<file path="src/rtl/uart_rx.sv">
// 8N1 UART receiver driven by a 16x-baud sample enable. Produces a byte, a
// one-clock completion strobe and a framing-error flag per received frame.
module uart_rx #(
   parameter int DBIT    = 8,
   parameter int SB_TICK = 16
) (
   input  logic            clk,
   input  logic            reset,
   input  logic            s_tick,
   input  logic            rx,
   output logic [DBIT-1:0] rx_data,
   output logic            rx_done_tick,
   output logic            frame_err
);

   localparam int NW = (DBIT > 1) ? $clog2(DBIT) : 1;
   localparam logic [NW-1:0] N_LAST  = NW'(DBIT - 1);
   localparam logic [3:0]    SB_LAST = 4'(SB_TICK - 1);

   typedef enum logic [1:0] {
      IDLE,
      START,
      DATA,
      STOP
   } state_t;

   state_t          state_q, state_d;
   logic [3:0]      s_q, s_d;
   logic [NW-1:0]   n_q, n_d;
   logic [DBIT-1:0] b_q, b_d;
   logic [DBIT-1:0] rx_data_q, rx_data_d;
   logic            done_q, done_d;
   logic            frame_err_q, frame_err_d;
   logic            rx_meta_q, rx_s_q;

   // Two-flop synchronizer; resets to the idle line level so reset never looks like a start bit.
   always_ff @(posedge clk or posedge reset) begin
      if (reset) begin
         rx_meta_q <= 1'b1;
         rx_s_q    <= 1'b1;
      end else begin
         rx_meta_q <= rx;
         rx_s_q    <= rx_meta_q;
      end
   end

   always_ff @(posedge clk or posedge reset) begin
      if (reset) begin
         state_q     <= IDLE;
         s_q         <= '0;
         n_q         <= '0;
         b_q         <= '0;
         rx_data_q   <= '0;
         done_q      <= 1'b0;
         frame_err_q <= 1'b0;
      end else begin
         state_q     <= state_d;
         s_q         <= s_d;
         n_q         <= n_d;
         b_q         <= b_d;
         rx_data_q   <= rx_data_d;
         done_q      <= done_d;
         frame_err_q <= frame_err_d;
      end
   end

   always_comb begin
      state_d     = state_q;
      s_d         = s_q;
      n_d         = n_q;
      b_d         = b_q;
      rx_data_d   = rx_data_q;
      done_d      = 1'b0;
      frame_err_d = frame_err_q;

      unique case (state_q)
         IDLE: begin
            if (!rx_s_q) begin
               state_d = START;
               s_d     = '0;
            end
         end
         START: begin
            // Re-check the line at mid start bit to reject short glitches.
            if (s_tick) begin
               if (s_q == 4'd7) begin
                  if (!rx_s_q) begin
                     state_d = DATA;
                     s_d     = '0;
                     n_d     = '0;
                  end else begin
                     state_d = IDLE;
                  end
               end else begin
                  s_d = s_q + 4'd1;
               end
            end
         end
         DATA: begin
            if (s_tick) begin
               if (s_q == 4'd15) begin
                  s_d = '0;
                  b_d = {rx_s_q, b_q[DBIT-1:1]};
                  if (n_q == N_LAST) begin
                     state_d = STOP;
                  end else begin
                     n_d = n_q + NW'(1);
                  end
               end else begin
                  s_d = s_q + 4'd1;
               end
            end
         end
         STOP: begin
            if (s_tick) begin
               if (s_q == SB_LAST) begin
                  rx_data_d   = b_q;
                  frame_err_d = ~rx_s_q;
                  done_d      = 1'b1;
                  state_d     = IDLE;
               end else begin
                  s_d = s_q + 4'd1;
               end
            end
         end
         default: state_d = IDLE;
      endcase
   end

   assign rx_data      = rx_data_q;
   assign rx_done_tick = done_q;
   assign frame_err    = frame_err_q;

endmodule

</file>
<file path="config.mk">
export PLATFORM = sky130hd
export DESIGN_NAME = uart_rx
export DESIGN_NICKNAME = d
export VERILOG_FILES = /design/src/rtl/uart_rx.sv
export SDC_FILE = /design/constraint.sdc
export NUM_CORES = 1
export LEC_CHECK = 0
export CORE_MARGIN = 2
export CORE_UTILIZATION = 58
export DETAILED_ROUTE_END_ITERATION = 6
export GPL_TIMING_DRIVEN = 0
export MAX_ROUTING_LAYER = met4
export PLACE_DENSITY = 0.81
export SLEW_MARGIN = 20
export SYNTH_ARGS = -nofsm -noshare
export SYNTH_HDL_FRONTEND = slang
export SYNTH_SLANG_ARGS = --single-unit
</file>
<file path="constraint.sdc">
create_clock -name clk -period 3.44 [get_ports clk]
set_input_delay 0.688 -clock clk [delete_from_list [all_inputs] [get_ports clk]]
set_output_delay 0.688 -clock clk [all_outputs]
set_load 0.01 [all_outputs]
</file>
==> results of run 1 <==
worst max-delay path by stage:
| stage | end | slack, ns | cells past startpoint |
|---|---|---|---|
| 2_1_floorplan | state_q[0]$_DFFE_PP0P_ | 1.63 | 5 |
| 3_3_place_gp | rx_data[3]$_DFFE_PP0P_ | 1.07 | 5 |
| 3_5_place_dp | rx_data[3]$_DFFE_PP0P_ | 1.04 | 5 |
| 4_1_cts | rx_data[3]$_DFFE_PP0P_ | 1.38 | 5 |
| 5_1_grt | rx_data[7]$_DFFE_PP0P_ | 1.34 | 5 |
| 6_report | rx_data[3]$_DFFE_PP0P_ | 1.35 | 5 |
kinds of logic after synthesis:
kind of cell	after synthesis
adders and majority gates	3
and+or+nand+nor	21
AOI/OAI and AO/OA	19
buffers and inverters	8
DFF	29
muxes	20
routing by layer:
metal | global-route usage [%] | vias up | wire, microns | share of wire (%)
met5 | - | - | 0 | 0
met4 | 10.5 | 0 | 25 | 1.1
met3 | 6.32 | 5 | 83 | 3.7
met2 | 34.4 | 19 | 1140 | 51
met1 | 25.0 | 419 | 984 | 44
li1 | - | 406 | - | -
through the flow:
step / utilization (%) / std cells / area (sq um) / total power [mW] / setup WS [ns]
finish: 71.0 / 149 / 1560 / 0.860 / 1.35
global route: 71.0 / 149 / 1560 / 0.910 / 1.34
CTS: 71.0 / 149 / 1560 / 0.867 / 1.38
detailed placement: 67.8 / 141 / 1490 / 0.636 / 1.04
global placement: 67.8 / 141 / 1490 / 0.623 / 1.07
floorplan: - / 100 / 1320 / 0.587 / 1.63
sequential cells by signal, indices dropped and copies added, names as in the netlist, named ones only:
| register | count |
|---|---|
| n_q | 3 |
| rx_done_tick | 1 |
| s_q | 4 |
| rx_data | 8 |
| state_q | 1 |
| frame_err | 1 |
| rx_s_q | 1 |
| b_q | 8 |
| rx_meta_q | 1 |
final cells by class:
type	instances	area, sq um
Buffer	5	37.5
Fill cell	151	636
Timing Repair Buffer	13	130
Tap cell	28	35.0
Inverter	3	11.3
Clock inverter	1	5.00
Clock buffer	7	65.1
Multi-Input combinational cell	63	543
Sequential cell	29	728
power by group through the flow:
stage	clock (mW)	combinational, mW	sequential [mW]
floorplan	0	0.165	0.422
global placement	0	0.192	0.431
detailed placement	0	0.202	0.434
CTS	0.237	0.203	0.427
global route	0.250	0.227	0.434
finish	0.232	0.201	0.426
critical path, stage by stage:
cell                              delay (ns)
sky130_fd_sc_hd__clkdlybuf4s50_1        0.58
sky130_fd_sc_hd__nand4_1                0.20
sky130_fd_sc_hd__nor2_1                 0.19
sky130_fd_sc_hd__buf_2                  0.27
sky130_fd_sc_hd__mux2_2                 0.36
layout by cell type (no fill, tap or decap):
master                            Yosys  layout
sky130_fd_sc_hd__dfrtp_1             27      27
sky130_fd_sc_hd__mux2_2              16      16
sky130_fd_sc_hd__clkdlybuf4s50_1      0      13
sky130_fd_sc_hd__clkbuf_4             0       5
sky130_fd_sc_hd__nor2_1               4       4
sky130_fd_sc_hd__o21ai_0              4       4
sky130_fd_sc_hd__buf_2                3       3
sky130_fd_sc_hd__nand2_1              3       3
sky130_fd_sc_hd__a21oi_1              3       3
sky130_fd_sc_hd__a22o_1               3       3
sky130_fd_sc_hd__ha_1                 3       3
sky130_fd_sc_hd__buf_6                2       2
sky130_fd_sc_hd__inv_1                3       2
sky130_fd_sc_hd__nand3_1              2       2
sky130_fd_sc_hd__o2bb2ai_1            2       2
sky130_fd_sc_hd__mux2_4               2       2
sky130_fd_sc_hd__nand4_1              2       2
sky130_fd_sc_hd__nand2b_1             2       2
sky130_fd_sc_hd__clkbuf_8             0       2
sky130_fd_sc_hd__dfstp_2              2       2
sky130_fd_sc_hd__and3b_1              1       1
sky130_fd_sc_hd__and4_2               1       1
sky130_fd_sc_hd__o21ai_2              1       1
sky130_fd_sc_hd__a211oi_1             1       1
sky130_fd_sc_hd__or3_1                1       1
sky130_fd_sc_hd__a31o_1               1       1
sky130_fd_sc_hd__nor3_4               1       1
sky130_fd_sc_hd__o22a_1               1       1
sky130_fd_sc_hd__and2b_2              1       1
sky130_fd_sc_hd__a31oi_1              1       1
sky130_fd_sc_hd__or3_4                1       1
sky130_fd_sc_hd__inv_2                0       1
sky130_fd_sc_hd__o21a_1               1       1
sky130_fd_sc_hd__nor2b_1              1       1
sky130_fd_sc_hd__mux2i_1              1       1
sky130_fd_sc_hd__nor3b_1              1       1
sky130_fd_sc_hd__mux2_1               1       1
sky130_fd_sc_hd__a311o_2              1       1
sky130_fd_sc_hd__clkinv_2             0       1
==> reports/results.md, run 1 <==
## Clock tree
- post-cts sizing count: 0
- clk sink count: 29
- insertion delay to the later sink of the worst-skew pair: 0.32 ns
- number of buffers created by CTS: 5
- post-CTS repair timing setup buffer count: 0
- Clock Tree Root: sky130_fd_sc_hd__clkbuf_4
- Clock Tree Buf Depth: 2
- CTS clk-pin slew, worst paths: 0.08 ns
- clock tree from TritonCTS: done
- number of buffers inserted by hold repair at cts: 0
- Clock H-tree levels: 2

## STA
- max-slew headroom at the worst pin: 61.5%
- post-route setup TNS: 0 ns
- highest clock frequency the design can meet: 0.479 GHz
- Worst Skew: 0.0137 ns
- final period utilization: 60.8%
- endpoints failing hold: 0
- RSZ-0062 raised after global routing: false
- Worst-Margin Slew: 0.577 ns
- fin. max-slew vios: 0
- worst slack on hold paths: 0.359 ns
- shortest period the worst path allows: 2.09 ns
- setup-violating endpoint count in the final report: 0

## Route
- Detail Route Antenna Nets: 0
- Post-Route WL: 2240 microns
- vias post-DR: 849
- drt first pass iters: 4
- average detailed-routed wire length per instance: 15.0 microns
- drt first-iter violations: 26
- detail-routed via count per cell: 5.70
- DRC errors left: 0

## Placed design
- routability congestion estimate: 0.867
- sum of net half-perimeters after detailed placement: 1590 microns
- Port-buffer cells: 13

## Final layout
- synth-to-layout area growth: 17.8%
- diode insertion count for antenna repair: 0
- proportion of layout cells with a drive suffix above 1: 33.1%
- number of nets in the finished design: 127

## Power and ir drop
- relative contribution of the clock network to total power: 27.0%
- cell internal pwr: 0.607 mW
- sequential power share: 49.5%
- switching power summed over all nets: 0.253 mW
- Max IR drop VDD: 0.000375 V
- net switching share of the total power: 29.4%
- leakage dissipation: 0.733 nW
- Combinational Power Share: 23.4%
- Cell Pwr Density: 553 nW/um^2

## Synth
- fraction of synthesized cell area taken by the top area cell type: 51.2%
- count of different cell masters after synthesis: 34
- flop and latch count out of synthesis: 29
- leading cell type by number of instances after synthesis: sky130_fd_sc_hd__dfrtp_1
- share of synthesized area occupied by flip-flops and latches: 55.2%
- Avg Cell Area, Syn: 13.2 sq um
- top cells by count, synth: sky130_fd_sc_hd__dfrtp_1, sky130_fd_sc_hd__mux2_2, sky130_fd_sc_hd__nor2_1, sky130_fd_sc_hd__o21ai_0
- most used flip-flop cell after synthesis: sky130_fd_sc_hd__dfrtp_1
- main combinational cell family by area after synthesis: multiplexers
- main area contributors after synthesis: sky130_fd_sc_hd__dfrtp_1, sky130_fd_sc_hd__mux2_2, sky130_fd_sc_hd__dfstp_2
- post-synthesis share of cell area spent on full adders, half adders and majority gates: 2.84%
- syn_nets: 107
- multiplexer fraction of the synthesized cell area: 17.5%
- number of flops mapped to enable cells by yosys: 0
- Post-Synth Simple-Gate Area: 10.3%
- post-synthesis compound-gate area fraction: 10.4%
- xor/xnor cell area share of the yosys netlist: 0%
- Cell Area, Synth: 1320 sq um
- post-synthesis cell type with the largest combined area: sky130_fd_sc_hd__dfrtp_1
- YS warnings: 0
- Synth async-reset ratio: 100%
- number of instances in the synthesized netlist: 100

## Floorplanning
- vertical die dimension: 51.7 microns
- Core Footprint: 2190 sq um
- die extent in x: 51.7 microns
- site row count: 17
- overall die area: 2670 sq um
- number of I/O pins: 14
- starting density of the core: 60.3%

## Worst hold path
- cell depth of the worst hold path: 0
- Hold Path Class: reg -> reg
- hold path startpoint: rx_meta_q$_DFF_PP1_
- WHS Endpoint: rx_s_q$_DFF_PP1_

## Critical path
- capture point of the worst reg-to-reg path: state_q[0]$_DFFE_PP0P_
- Crit. End Element: flop
- Setup crit start: s_tick
- Data required, critical path: 3.64 ns
- data arrival time at the worst-slack endpoint: 2.29 ns
- kind of critical path: in -> reg
- CP Max Fanout: 10
- depth of the most critical reg-to-reg path: 5
- worst reg2reg startpoint: state_q[0]$_DFFE_PP0P_
- Critical Path Start Type: input port
- flop2flop setup slack: 1.53 ns

## Flow run
- number of violations of the max-capacitance limit: 0

## Global routing
- vias in the first global route: 889
- global-route wire length before repair: 3900 microns
- overall track demand over capacity in global routing: 21.5%
- antenna violations before repair: 0
- maximum number of pins on one net before global-route repair: 30
- GRT Residual Overflow: 0

## Outcome
- run status: finished clean

Note: power is estimated with default switching activity, not from simulation.
==> run 2: changes to the inputs <==
- CORE_UTILIZATION: 58 -> 54
- PLACE_DENSITY: 0.81 -> 0.77
- clock period: 3.44 -> 1.96 ns (I/O delays scaled with it)
==> run 2 against run 1 <==
Clock skew shrank 0.0030 ns. Clock power rose to 2.6 times the previous value. Sequential power is 75% higher. Design area up 4.3%. Worst hold slack better by 0.0012 ns. Clock-buffer cell count decreased by 2. First-iteration DRC count is 85% lower. Routed wire length increased by 3.0%. Critical endpoint is now state_q[0]$_DFFE_PP0P_.
==> reports/results.md, run 2 (synthesis gave the netlist of run 1 again) <==
## Outcome
- run status: finished clean

## Power and ir drop
- net switching share of the total power: 26.1%, -3.2 points
- Overall Power: 1.71 mW, +98%
- Cell Pwr Density: 1050 nW/um^2, +90%
- cell internal pwr: 1.26 mW, +110%
- Combinational Power Share: 21.1%, -2.3 points
- relative contribution of the clock network to total power: 35.2%, +8.2 points
- switching power summed over all nets: 0.446 mW, +77%
- sequential power share: 43.7%, -5.8 points
- leakage dissipation: 0.758 nW, +3.4%
- Max IR drop VDD: 0.000897 V, +140%

## Critical path
- data arrival time at the worst-slack endpoint: 2.11 ns, -0.18 ns
- Crit. End Element: flop
- Data required, critical path: 2.17 ns, -1.47 ns
- CP Max Fanout: 10, unchanged
- kind of critical path: reg -> reg
- Critical Path Start Type: flop

## Route
- Post-Route WL: 2310 microns, +3.0%
- vias post-DR: 861, +1.4%
- detail-routed via count per cell: 5.74, +0.74%
- drt first-iter violations: 4, -85%
- DRC errors left: 0, unchanged
- drt first pass iters: 4, unchanged
- average detailed-routed wire length per instance: 15.4 microns, +2.3%
- Detail Route Antenna Nets: 0, unchanged

## Flow run
- number of violations of the max-capacitance limit: 0, unchanged

## Placed design
- Port-buffer cells: 13, unchanged
- worst slack at placement: -0.161 ns, -1.20 ns
- sum of net half-perimeters after detailed placement: 1640 microns, +3.1%
- routability congestion estimate: 0.794, -8.4%

## Floorplanning
- Core Footprint: 2250 sq um, +2.9%
- vertical die dimension: 53.4 microns, +3.4%
- overall die area: 2860 sq um, +6.8%
- die extent in x: 53.4 microns, +3.4%
- starting density of the core: 58.5%, -1.7 points
- site row count: 17, unchanged
- number of I/O pins: 14, unchanged

## STA
- endpoints failing hold: 0, unchanged
- max-slew headroom at the worst pin: 60.5%, -0.92 points
- fin. max-slew vios: 0, unchanged
- shortest period the worst path allows: 1.90 ns
- highest clock frequency the design can meet: 0.527 GHz
- worst slack on hold paths: 0.361 ns, +0.00120 ns
- Worst-Margin Slew: 0.591 ns, +0.0138 ns
- Worst Skew: 0.0107 ns, -0.00302 ns
- setup-violating endpoint count in the final report: 0, unchanged
- slack of the critical path: 0.0616 ns, -1.29 ns
- final period utilization: 96.9%

## Clock tree
- clock tree from TritonCTS: done
- Clock H-tree levels: 2, unchanged
- number of buffers created by CTS: 5, unchanged
- Clock Tree Buf Depth: 2, unchanged
- CTS clk-pin slew, worst paths: 0.10 ns, +0.02 ns
- clk sink count: 29, unchanged
- insertion delay to the later sink of the worst-skew pair: 0.32 ns, about the same
- number of buffers inserted by hold repair at cts: 0, unchanged
- Clock Tree Root: sky130_fd_sc_hd__clkbuf_4

## Global routing
- maximum number of pins on one net before global-route repair: 30, unchanged
- vias in the first global route: 850, -4.4%
- global-route wire length before repair: 3820 microns, -2.1%
- GRT Residual Overflow: 0, unchanged
- antenna violations before repair: 0, unchanged
- overall track demand over capacity in global routing: 20.2%, -1.4 points

## Final layout
- number of nets in the finished design: 128, +0.79%
- synth-to-layout area growth: 22.8%
- diode insertion count for antenna repair: 0, unchanged
- most common library cell in the layout ignoring fill and taps: sky130_fd_sc_hd__dfrtp_1
- proportion of layout cells with a drive suffix above 1: 36.1%, +3.0 points
- commonest cells after routing, fill and taps aside: sky130_fd_sc_hd__dfrtp_1, sky130_fd_sc_hd__mux2_2, sky130_fd_sc_hd__clkdlybuf4s50_1

## Worst hold path
- Hold Path Class: reg -> reg

[run 2: worst paths after layout]
path / end / slack (ns) / depth (start not counted) / startpoint
min: rx_s_q$_DFF_PP1_ / 0.36 / 0 / rx_meta_q$_DFF_PP1_
max in group asynchronous: s_q[3]$_DFFE_PP0P_ / 1.10 / 2 / reset
max reg2reg: state_q[0]$_DFFE_PP0P_ / 0.06 / 5 / state_q[0]$_DFFE_PP0P_
max: state_q[0]$_DFFE_PP0P_ / 0.06 / 5 / state_q[0]$_DFFE_PP0P_
min reg2reg: rx_s_q$_DFF_PP1_ / 0.36 / 0 / rx_meta_q$_DFF_PP1_
min in group asynchronous: rx_done_tick$_DFF_PP0_ / 0.46 / 2 / reset
[run 2: critical path, cell delays in order (launching register included)]
cell and delay [ns]:
sky130_fd_sc_hd__dfrtp_1 0.40, sky130_fd_sc_hd__buf_6 0.15, sky130_fd_sc_hd__or3_1 0.40, sky130_fd_sc_hd__a21oi_2 0.16, sky130_fd_sc_hd__mux2_1 0.32, sky130_fd_sc_hd__a311o_2 0.35
[run 2: power by group through the flow]
stage / clock, mW / sequential (mW) / combinational, mW
after global placement: 0 / 0.753 / 0.335
after floorplan: 0 / 0.741 / 0.290
after global routing: 0.637 / 0.760 / 0.401
after detailed placement: 0 / 0.758 / 0.348
final: 0.600 / 0.747 / 0.360
after CTS: 0.607 / 0.747 / 0.351
[run 2: metrics by stage]
| stage | cells | utilization (%) | instance area (sq um) | setup TNS [ns] |
|---|---|---|---|---|
| final | 150 | 71.9 | 1620 | 0 |
| after global routing | 150 | 71.9 | 1620 | -0.00313 |
| after CTS | 149 | 70.4 | 1590 | 0 |
| after detailed placement | 141 | 65.9 | 1490 | -2.42 |
| after global placement | 141 | 65.9 | 1490 | -1.88 |
| after floorplan | 100 | - | 1320 | 0 |
[run 2: layer usage]
layer	share of wire, %	GRT usage (%)	routed length, microns
met1	45	23.2	1030
met2	50	32.5	1160
met3	3.2	5.93	74
met4	1.7	8.97	40
met5	0	-	0
[run 2: cell type report]
class                   count  area, sq um
flip-flops and latches     29          728
fillers                   168          633
multi-input cells          63          554
repair buffers             14          150
clock inverters             3         65.1
plain buffers               5         40.0
clock buffers               5         37.5
well taps                  28         35.0
inverters                   3         11.3
[run 2: what timing repair did]
item                                    4_1_cts  5_1_grt
gates resized for setup                       0        4
buffers inserted                              0        1
endpoints found under the setup margin        0       17
